$ cat config.mk
export PLATFORM = sky130hd
export DESIGN_NAME = dpu_simd_seq
export DESIGN_NICKNAME = d
export VERILOG_FILES = /design/src/rtl/dpu_simd_seq.sv
export SDC_FILE = /design/constraint.sdc
export NUM_CORES = 2
export LEC_CHECK = 0
export BUFFER_PORTS_ARGS = -buffer_cell sky130_fd_sc_hd__buf_4
export CAP_MARGIN = 20
export CORE_AREA = 2 2 390 778
export CTS_BUF_LIST = sky130_fd_sc_hd__clkbuf_16
export DETAILED_ROUTE_END_ITERATION = 8
export DIE_AREA = 0 0 392 780
export PLACE_DENSITY = 0.39
export SLEW_MARGIN = 25
export SYNTH_ARGS = -nofsm -noshare
export SYNTH_HDL_FRONTEND = slang
export SYNTH_SLANG_ARGS = --single-unit
$ cat constraint.sdc
create_clock -name clk -period 12.5 [get_ports clk]
set_clock_uncertainty 0.05 [all_clocks]
set_input_delay 1.25 -clock clk [delete_from_list [all_inputs] [get_ports clk]]
set_output_delay 1.25 -clock clk [all_outputs]
set_load 0.02 [all_outputs]
$ cat src/rtl/dpu_simd_seq.sv
// dpu_simd_seq: multi-lane saturating SIMD datapath driven by a programmable slot sequencer.
// Define DPU_SAT_STATUS_EN to build the sticky per-lane saturation status in sat_flag.
module dpu_simd_seq #(
  parameter int NUM_LANES      = 4,
  parameter int BITWIDTH       = 16,
  parameter int FSM_MAX_STATES = 4,
  parameter int DELAY_WIDTH    = 4,
  parameter int ITER_WIDTH     = 8,
  parameter int MODE_WIDTH     = 4,
  parameter int FRAC_BITS      = 0
) (
  input  logic                                  clk,
  input  logic                                  rst_n,
  input  logic                                  cfg_we,
  input  logic [$clog2(FSM_MAX_STATES)-1:0]     cfg_slot,
  input  logic [MODE_WIDTH-1:0]                 cfg_mode,
  input  logic [BITWIDTH-1:0]                   cfg_imm,
  input  logic                                  seq_we,
  input  logic [$clog2(FSM_MAX_STATES)-1:0]     seq_last_slot,
  input  logic [FSM_MAX_STATES*DELAY_WIDTH-1:0] seq_delays,
  input  logic [ITER_WIDTH-1:0]                 seq_iter,
  input  logic                                  activate,
  input  logic                                  in_valid,
  input  logic [NUM_LANES*BITWIDTH-1:0]         in0,
  input  logic [NUM_LANES*BITWIDTH-1:0]         in1,
  output logic [NUM_LANES*BITWIDTH-1:0]         out,
  output logic                                  out_valid,
  output logic                                  busy,
  output logic [$clog2(FSM_MAX_STATES)-1:0]     active_slot,
  output logic [NUM_LANES-1:0]                  sat_flag
);
  localparam int SW = $clog2(FSM_MAX_STATES);
  localparam int BW = BITWIDTH;
  localparam int DW = DELAY_WIDTH;
  localparam int WW = 2*BW+1;
  localparam int LW = NUM_LANES*BW;
  localparam int LAST_MAX = FSM_MAX_STATES-1;
  localparam logic [MODE_WIDTH-1:0] M_ADD  = MODE_WIDTH'(1);
  localparam logic [MODE_WIDTH-1:0] M_SUB  = MODE_WIDTH'(2);
  localparam logic [MODE_WIDTH-1:0] M_MUL  = MODE_WIDTH'(3);
  localparam logic [MODE_WIDTH-1:0] M_MAC  = MODE_WIDTH'(4);
  localparam logic [MODE_WIDTH-1:0] M_ADDI = MODE_WIDTH'(5);
  localparam logic [MODE_WIDTH-1:0] M_MAX  = MODE_WIDTH'(6);
  localparam logic [MODE_WIDTH-1:0] M_MIN  = MODE_WIDTH'(7);
  localparam logic [MODE_WIDTH-1:0] M_CLR  = MODE_WIDTH'(8);
  localparam logic signed [WW-1:0] SMAX = {{(BW+2){1'b0}}, {(BW-1){1'b1}}};
  localparam logic signed [WW-1:0] SMIN = {{(BW+2){1'b1}}, {(BW-1){1'b0}}};

  typedef enum logic {S_IDLE, S_RUN} state_t;

  state_t                 r_state;
  logic [MODE_WIDTH-1:0]  r_mode [FSM_MAX_STATES];
  logic [BW-1:0]          r_imm  [FSM_MAX_STATES];
  logic [SW-1:0]          r_last;
  logic [FSM_MAX_STATES*DW-1:0] r_delays;
  logic [ITER_WIDTH-1:0]  r_iter;
  logic [SW-1:0]          r_slot;
  logic [DW-1:0]          r_dwell;
  logic [ITER_WIDTH-1:0]  r_pass;
  logic [LW-1:0]          r_a, r_b, r_acc;
  logic [MODE_WIDTH-1:0]  r_m;
  logic [BW-1:0]          r_i;
  logic                   r_v;
  logic [DW-1:0]          w_dly [FSM_MAX_STATES];
  logic [SW-1:0]          w_nslot, w_last_in;
  logic [DW-1:0]          w_d0;
  logic [ITER_WIDTH-1:0]  w_pass1;
  logic                   w_seq_ok;
  logic signed [BW-1:0]   w_imm;
  logic [LW-1:0]          w_res;
`ifdef DPU_SAT_STATUS_EN
  logic [NUM_LANES-1:0]   w_clamp;
`endif

  for (genvar k = 0; k < FSM_MAX_STATES; k++) begin : g_dly
    assign w_dly[k] = r_delays[k*DW +: DW];
  end

  assign busy        = (r_state == S_RUN);
  assign active_slot = r_slot;
  assign w_seq_ok    = seq_we && (r_state == S_IDLE);
  assign w_nslot     = r_slot + SW'(1);
  assign w_pass1     = r_pass + ITER_WIDTH'(1);
  assign w_last_in   = (32'(seq_last_slot) > LAST_MAX) ? SW'(LAST_MAX) : seq_last_slot;
  // a start issued alongside a sequence write dwells on the freshly written slot-0 delay
  assign w_d0        = w_seq_ok ? seq_delays[DW-1:0] : w_dly[0];
  assign w_imm       = r_i;

  always_ff @(posedge clk) begin
    if (!rst_n) begin
      for (int k = 0; k < FSM_MAX_STATES; k++) begin
        r_mode[k] <= '0;
        r_imm[k]  <= '0;
      end
      r_last   <= '0;
      r_delays <= '0;
      r_iter   <= '0;
      r_state  <= S_IDLE;
      r_slot   <= '0;
      r_dwell  <= '0;
      r_pass   <= '0;
    end else begin
      if (cfg_we) begin
        r_mode[cfg_slot] <= cfg_mode;
        r_imm[cfg_slot]  <= cfg_imm;
      end
      if (w_seq_ok) begin
        r_last   <= w_last_in;
        r_delays <= seq_delays;
        r_iter   <= seq_iter;
      end
      if (activate) begin
        r_state <= S_RUN;
        r_slot  <= '0;
        r_dwell <= w_d0;
        r_pass  <= '0;
      end else if (r_state == S_RUN) begin
        if (r_dwell != '0) begin
          r_dwell <= r_dwell - DW'(1);
        end else if (r_slot != r_last) begin
          r_slot  <= w_nslot;
          r_dwell <= w_dly[w_nslot];
        end else begin
          r_pass  <= w_pass1;
          r_slot  <= '0;
          r_dwell <= w_dly[0];
          if (r_iter != '0 && w_pass1 == r_iter) r_state <= S_IDLE;
        end
      end
    end
  end

  always_ff @(posedge clk) begin
    if (!rst_n) begin
      r_a <= '0;
      r_b <= '0;
      r_m <= '0;
      r_i <= '0;
      r_v <= 1'b0;
    end else begin
      r_a <= in0;
      r_b <= in1;
      r_m <= r_mode[r_slot];
      r_i <= r_imm[r_slot];
      r_v <= in_valid && (r_state == S_RUN);
    end
  end

  for (genvar i = 0; i < NUM_LANES; i++) begin : g_lane
    logic signed [BW-1:0]   a, b, c;
    logic signed [2*BW-1:0] p;
    logic signed [WW-1:0]   r;
    assign a = r_a[i*BW +: BW];
    assign b = r_b[i*BW +: BW];
    assign c = r_acc[i*BW +: BW];
    assign p = ((2*BW)'(a) * (2*BW)'(b)) >>> FRAC_BITS;
    // every mode is evaluated at full width so one clamp covers all of them
    assign r = (r_m == M_ADD)  ? WW'(a) + WW'(b)
             : (r_m == M_SUB)  ? WW'(a) - WW'(b)
             : (r_m == M_MUL)  ? WW'(p)
             : (r_m == M_MAC)  ? WW'(p) + WW'(c)
             : (r_m == M_ADDI) ? WW'(a) + WW'(w_imm)
             : (r_m == M_MAX)  ? WW'((a > b) ? a : b)
             : (r_m == M_MIN)  ? WW'((a < b) ? a : b)
             : '0;
    assign w_res[i*BW +: BW] = (r > SMAX) ? SMAX[BW-1:0] : (r < SMIN) ? SMIN[BW-1:0] : r[BW-1:0];
`ifdef DPU_SAT_STATUS_EN
    assign w_clamp[i] = (r > SMAX) || (r < SMIN);
`endif
  end

  always_ff @(posedge clk) begin
    if (!rst_n) begin
      out       <= '0;
      out_valid <= 1'b0;
      r_acc     <= '0;
    end else begin
      out_valid <= r_v;
      if (r_v) out <= w_res;
      if (activate) r_acc <= '0;
      else if (r_v && (r_m == M_MAC || r_m == M_CLR)) r_acc <= w_res;
    end
  end

`ifdef DPU_SAT_STATUS_EN
  always_ff @(posedge clk) begin
    if (!rst_n || activate) sat_flag <= '0;
    else if (r_v) sat_flag <= sat_flag | w_clamp;
  end
`else
  assign sat_flag = '0;
`endif
endmodule

* Word-level counts from Yosys, hierarchy flattened
Memory sizes are Yosys's and may differ from the RTL's. A register that Yosys moved wholly into a read port is not among the register bits. Cells that the tools add are included.
Storage, ports and cells: register bits after elaboration 299, latch bits 0, memory bits (writable) 80, bits in read-only memories 0, input port bits 182, output and inout port bits 72, memories kept 2
Cells by class: add/subtract/negate cells 19, $mul 4, div/mod/pow operators 0, order comparisons 17, equal/unequal tests 10, shift operators 0, multiplexer cells 68, bitwise logic cells 5, reduce and logical (&&, ||, !) cells 15
Memory list:
- r_imm | words 4, bits a word 16, read ports 1, clocked after memory_dff 1, write ports 4, RTL line 53 | logic [BW-1:0] r_imm [FSM_MAX_STATES];
- r_mode | words 4, bits a word 4, read ports 1, clocked after memory_dff 1, write ports 4, RTL line 52 | logic [MODE_WIDTH-1:0] r_mode [FSM_MAX_STATES];
Operators by type and width (number):
- $mux 33 | 36
- $mux 16 | 9
- $add 16x16->17 | 8
- $add 32x16->33 | 4
- $gt 33x16->1 const B | 4
- $lt 33x16->1 const B | 4
- $mul 16x16->32 | 4
- $sub 16x16->17 | 4
- $gt 16x16->1 | 4
- $lt 16x16->1 | 4
- $mux 4 | 8
- $eq 4x3->1 const B | 4
- $reduce_or 16->1 | 1
- $mux 1 | 11
- $add 8x1->8 const B | 1
- $bmux 4 s2 | 1
- $eq 4x2->1 const B | 2
- $eq 8x8->1 | 1
- $reduce_bool 8->1 | 1
- $mux 2 | 3
- $eq 4x1->1 const B | 1
- $eq 4x4->1 const B | 1
- $logic_and 1x1->1 | 4
- $not 1->1 | 4
- 13 further kinds | 14

* Depth between registers and ports, before layout
word-level depth 12, mapped depth 39

* Worst setup path before layout
OpenSTA, ideal clock, no wires.
kind register to register, start register r_b[17], end register r_acc[20], setup time 0.074 ns, data arrival time 8.657 ns, required time 12.376 ns, path slack 3.719 ns, cell stages (with the launch flop) 36, period minus slack after synthesis 8.781 ns, cell sequence dfxtp_1 -> clkbuf_1 -> nand2_1 -> fa_1 -> fa_1 -> inv_1 -> fa_1 -> inv_1 -> fa_1 -> fa_1 -> fa_1 -> inv_1 -> ha_1 -> clkbuf_1 -> a21oi_1 -> o22ai_1 -> or2_1 -> or4_1 -> a31o_2 -> a21oi_1 -> xnor2_1 -> ha_1 -> and4_1 -> or3b_2 -> o21bai_1 -> a21oi_1 -> a31oi_1 -> nor2_1 -> a211o_1 -> o2111ai_1 -> nor3_1 -> o21ai_0 -> o41ai_2 -> nand3_1 -> clkbuf_1 -> o21ai_0
On the way: cells in the longest elaborated chain, start to end 12, elaborated cells on any way between the ends 19
Ends and longest elaborated chain:
- start, declared | RTL line 60 | logic [LW-1:0] r_a, r_b, r_acc;
- start signal, assigned | RTL line 142 | r_b <= in1;
- branches (longest 8 deep; another with $add 32x16->33)
- $mux 33 (*) | RTL line 158 | assign r = (r_m == M_ADD) ? WW'(a) + WW'(b)
- $lt 33x16->1 | RTL line 166 | assign w_res[i*BW +: BW] = (r > SMAX) ? SMAX[BW-1:0] : (r < SMIN) ? SMIN[BW-1:0] : r[BW-1:0];
- $mux 16 | RTL line 166
- $mux 16 (*) | RTL line 166
- end signal, assigned | RTL line 181 | else if (r_v && (r_m == M_MAC || r_m == M_CLR)) r_acc <= w_res;
- end, declared | RTL line 60
Mark *: on every way between the ends. A chain may end at the register's enable or synchronous reset.

* Worst setup path in the final report
start register r_b[31], end register r_acc[16]
Same word-level chain as after synthesis.

==> flow_summary_export.csv <==
group,metric,value,unit
status,status,"completed",
route,viasPerCell,4.930,
power,leakage,38.27,nW
clocking,clkTransAtPathRegs,60,ps
setup_path,cp_max_fo,14,
global_route,grt_antenna_before_repair,16,
clocking,ctsHoldBuffers,0,
die,die_y,780,um
timing,layout_worst_path_cycle_share,0.8960,
die,die_x,392,um
setup_path,critical_path_class,"reg2reg",
synthesis,synthArstFlopShare,0,
synthesis,ys_seq_area_frac,0.1179,
placement,gp_congestion,0.8810,
global_route,grt_first_pass_wirelength,447800,um
timing,max_slew_margin,0.2529,
clocking,clockBufferDepth,3,
finish,finish.instance_area,82880,sq um
global_route,grt_pass1_vias,65550,
timing,setup_ws,1300,ps
placement,port_buffers,249,
timing,hold_viol,0,
route,wl,301400,um
synthesis,synth.distinct_cells,106,
job,cap_viol_max_count,0,
placement,place_area,81150,sq um
synthesis,syn_area,74540,sq um
setup_path,path_common_cell,"fa_1",
timing,worstMarginPinSlew,1119,ps
global_route,grt_max_degree,75,
placement,place_ws,1301,ps
finish,drive_gt1_frac,0.07242,
die,ioPinCount,254,
global_route,gr-total-overflow,0,
power,max-vdd-ir-drop,0.1088,mV
setup_path,start_kind,"flop",
finish,final_cell_mix,"inv_1 (1326), fa_1 (1064), nand2_1 (896)",
clocking,cts_sinks,399,
setup_path,slowest_delay,800,ps
clocking,cts_tree,"yes",
synthesis,synth-edff-count,80,
worst_hold_path,hold_path_class,"reg2reg",
power,pwr_density_cell,131.3,nW/um^2
synthesis,synthCells,8789,
finish,final_common_cell,"inv_1",
route,ant_nets,0,
finish,fin_nets,10760,
synthesis,yosysWarnings,0,
finish,nFillCells,32770,
die,fp.dieArea,305800,sq um
synthesis,ys.flop_type,"dfxtp_1",
setup_path,cp_slowest_cell,"dfxtp_1",
clocking,cts-root-buf,"clkbuf_16",
clocking,post-cts-setup-buffers,0,
die,core,300300,sq um
timing,slew_violations,0,
route,drc,0,
timing,setup_viol,0,
setup_path,cp-end-kind,"flop",
die,placementRows,285,
synthesis,ys_ff_latch,399,
route,dr.pass1.iters,6,
finish,area_delta_synth_final,11.18,%
global_route,grt_usage,0.1948,
clocking,h-tree-depth,2,
setup_path,cp.arrival,11750,ps
route,post_drt_wl_per_cell,23.33,um
clocking,cts-resized-gates,0,
route,drt_iter0_markers,4471,
timing,grt_setup_unrepaired,"false",
timing,max_freq,89.28,MHz
clocking,tritoncts.num_buffers,50,
route,dr_total_vias,63690,
placement,hpwl,239800,um
clocking,clk_latency,700,ps
setup_path,critical_path_required,13040,ps
die,initial_utilization,0.2483,
timing,min_period,11200,ps
synthesis,avgSynthCellArea,8.481,sq um
timing,tns,0,ps
## stage by stage
stage                 util  instances  hold WS (ps)  power, mW
global route        0.2760      12910         428.9      11.83
global placement    0.2702      12820         394.1      9.297
CTS                 0.2759      12910         405.8      10.95
finish              0.2760      12920         401.7      10.88
floorplan                -       8792         379.7      6.851
detailed placement  0.2703      12820         397.3      9.227
## flip-flops by register name (all words and copies together) (netlist names), 2 cells and up
signal	count
out	64
r_a	64
r_acc	64
r_b	64
r_imm	64
r_delays	16
r_i	16
r_mode	16
r_iter	8
r_pass	8
r_dwell	4
r_m	4
active_slot	2
r_last	2
## power by group
| part | switching, mW | internal [mW] | leakage, nW |
|---|---|---|---|
| combinational | 4.93 | 2.81 | 34.0 |
| clock | 0.700 | 0.908 | 0.845 |
| sequential | 0.163 | 1.38 | 3.40 |
## routing by layer
metal	vias to the layer above	routed length (um)	track usage
met5	-	61	0
met4	8	7533	0.04423
met3	278	12760	0.01655
met2	1665	141100	0.3202
met1	32370	139900	0.2753
li1	29370	-	-
## synthesized netlist by cell type, drive strengths merged, types with 104 or more instances
| library cell | n | area (sq um) |
|---|---|---|
| xor2 | 107 | 944.7 |
| nand2 | 901 | 3385 |
| xnor2 | 202 | 1769 |
| a21oi | 515 | 2577 |
| fa | 1064 | 21300 |
| dfxtp | 319 | 6386 |
| nor2 | 478 | 1799 |
| o21ai | 416 | 2097 |
| a21o | 104 | 780.8 |
| clkbuf | 300 | 1129 |
| and2 | 635 | 3973 |
| inv | 1324 | 4970 |
| ha | 662 | 8283 |
## final cells by class
class	count	area, sq um	share of cell area
tap	4018	5027	0.06066
clock inverter	40	425.4	0.005133
clock buffer	51	1276	0.01540
sequential	399	8808	0.1063
inverter	1324	4970	0.05997
timing repair buffer	400	3019	0.03643
antenna	8	20.02	0.0002416
multi-input combinational	6678	59330	0.7159
## cell families after synthesis
logic type	count (synthesis)	share of synthesized area
buf+inv	1715	0.08853
other cells	1	0.00005031
simple gates	2640	0.1743
flops	399	0.1179
xor+xnor	309	0.03641
compound gates	1872	0.1652
mux	127	0.02071
fa+ha+maj	1726	0.3969
## critical path, delay by kind of cell (launching register included)
kind,cells,cell delay (ps)
buffers and inverters,3,650
adder cells (fa/ha/maj),8,3750
XOR/XNOR,2,430
flip-flops,1,800
AO/OA/AOI/OAI,8,2760
AND/OR/NAND/NOR,8,2620
## path summary, 6_finish.rpt
path	cells after the start	slack, ps	startpoint	to
max	29	1300	r_b[31]	r_acc[16]
min	2	400	r_delays[6]	r_delays[6]
max reg2reg	29	1300	r_b[31]	r_acc[16]
min reg2reg	2	400	r_delays[6]	r_delays[6]
(Power assumes the default switching activity.)
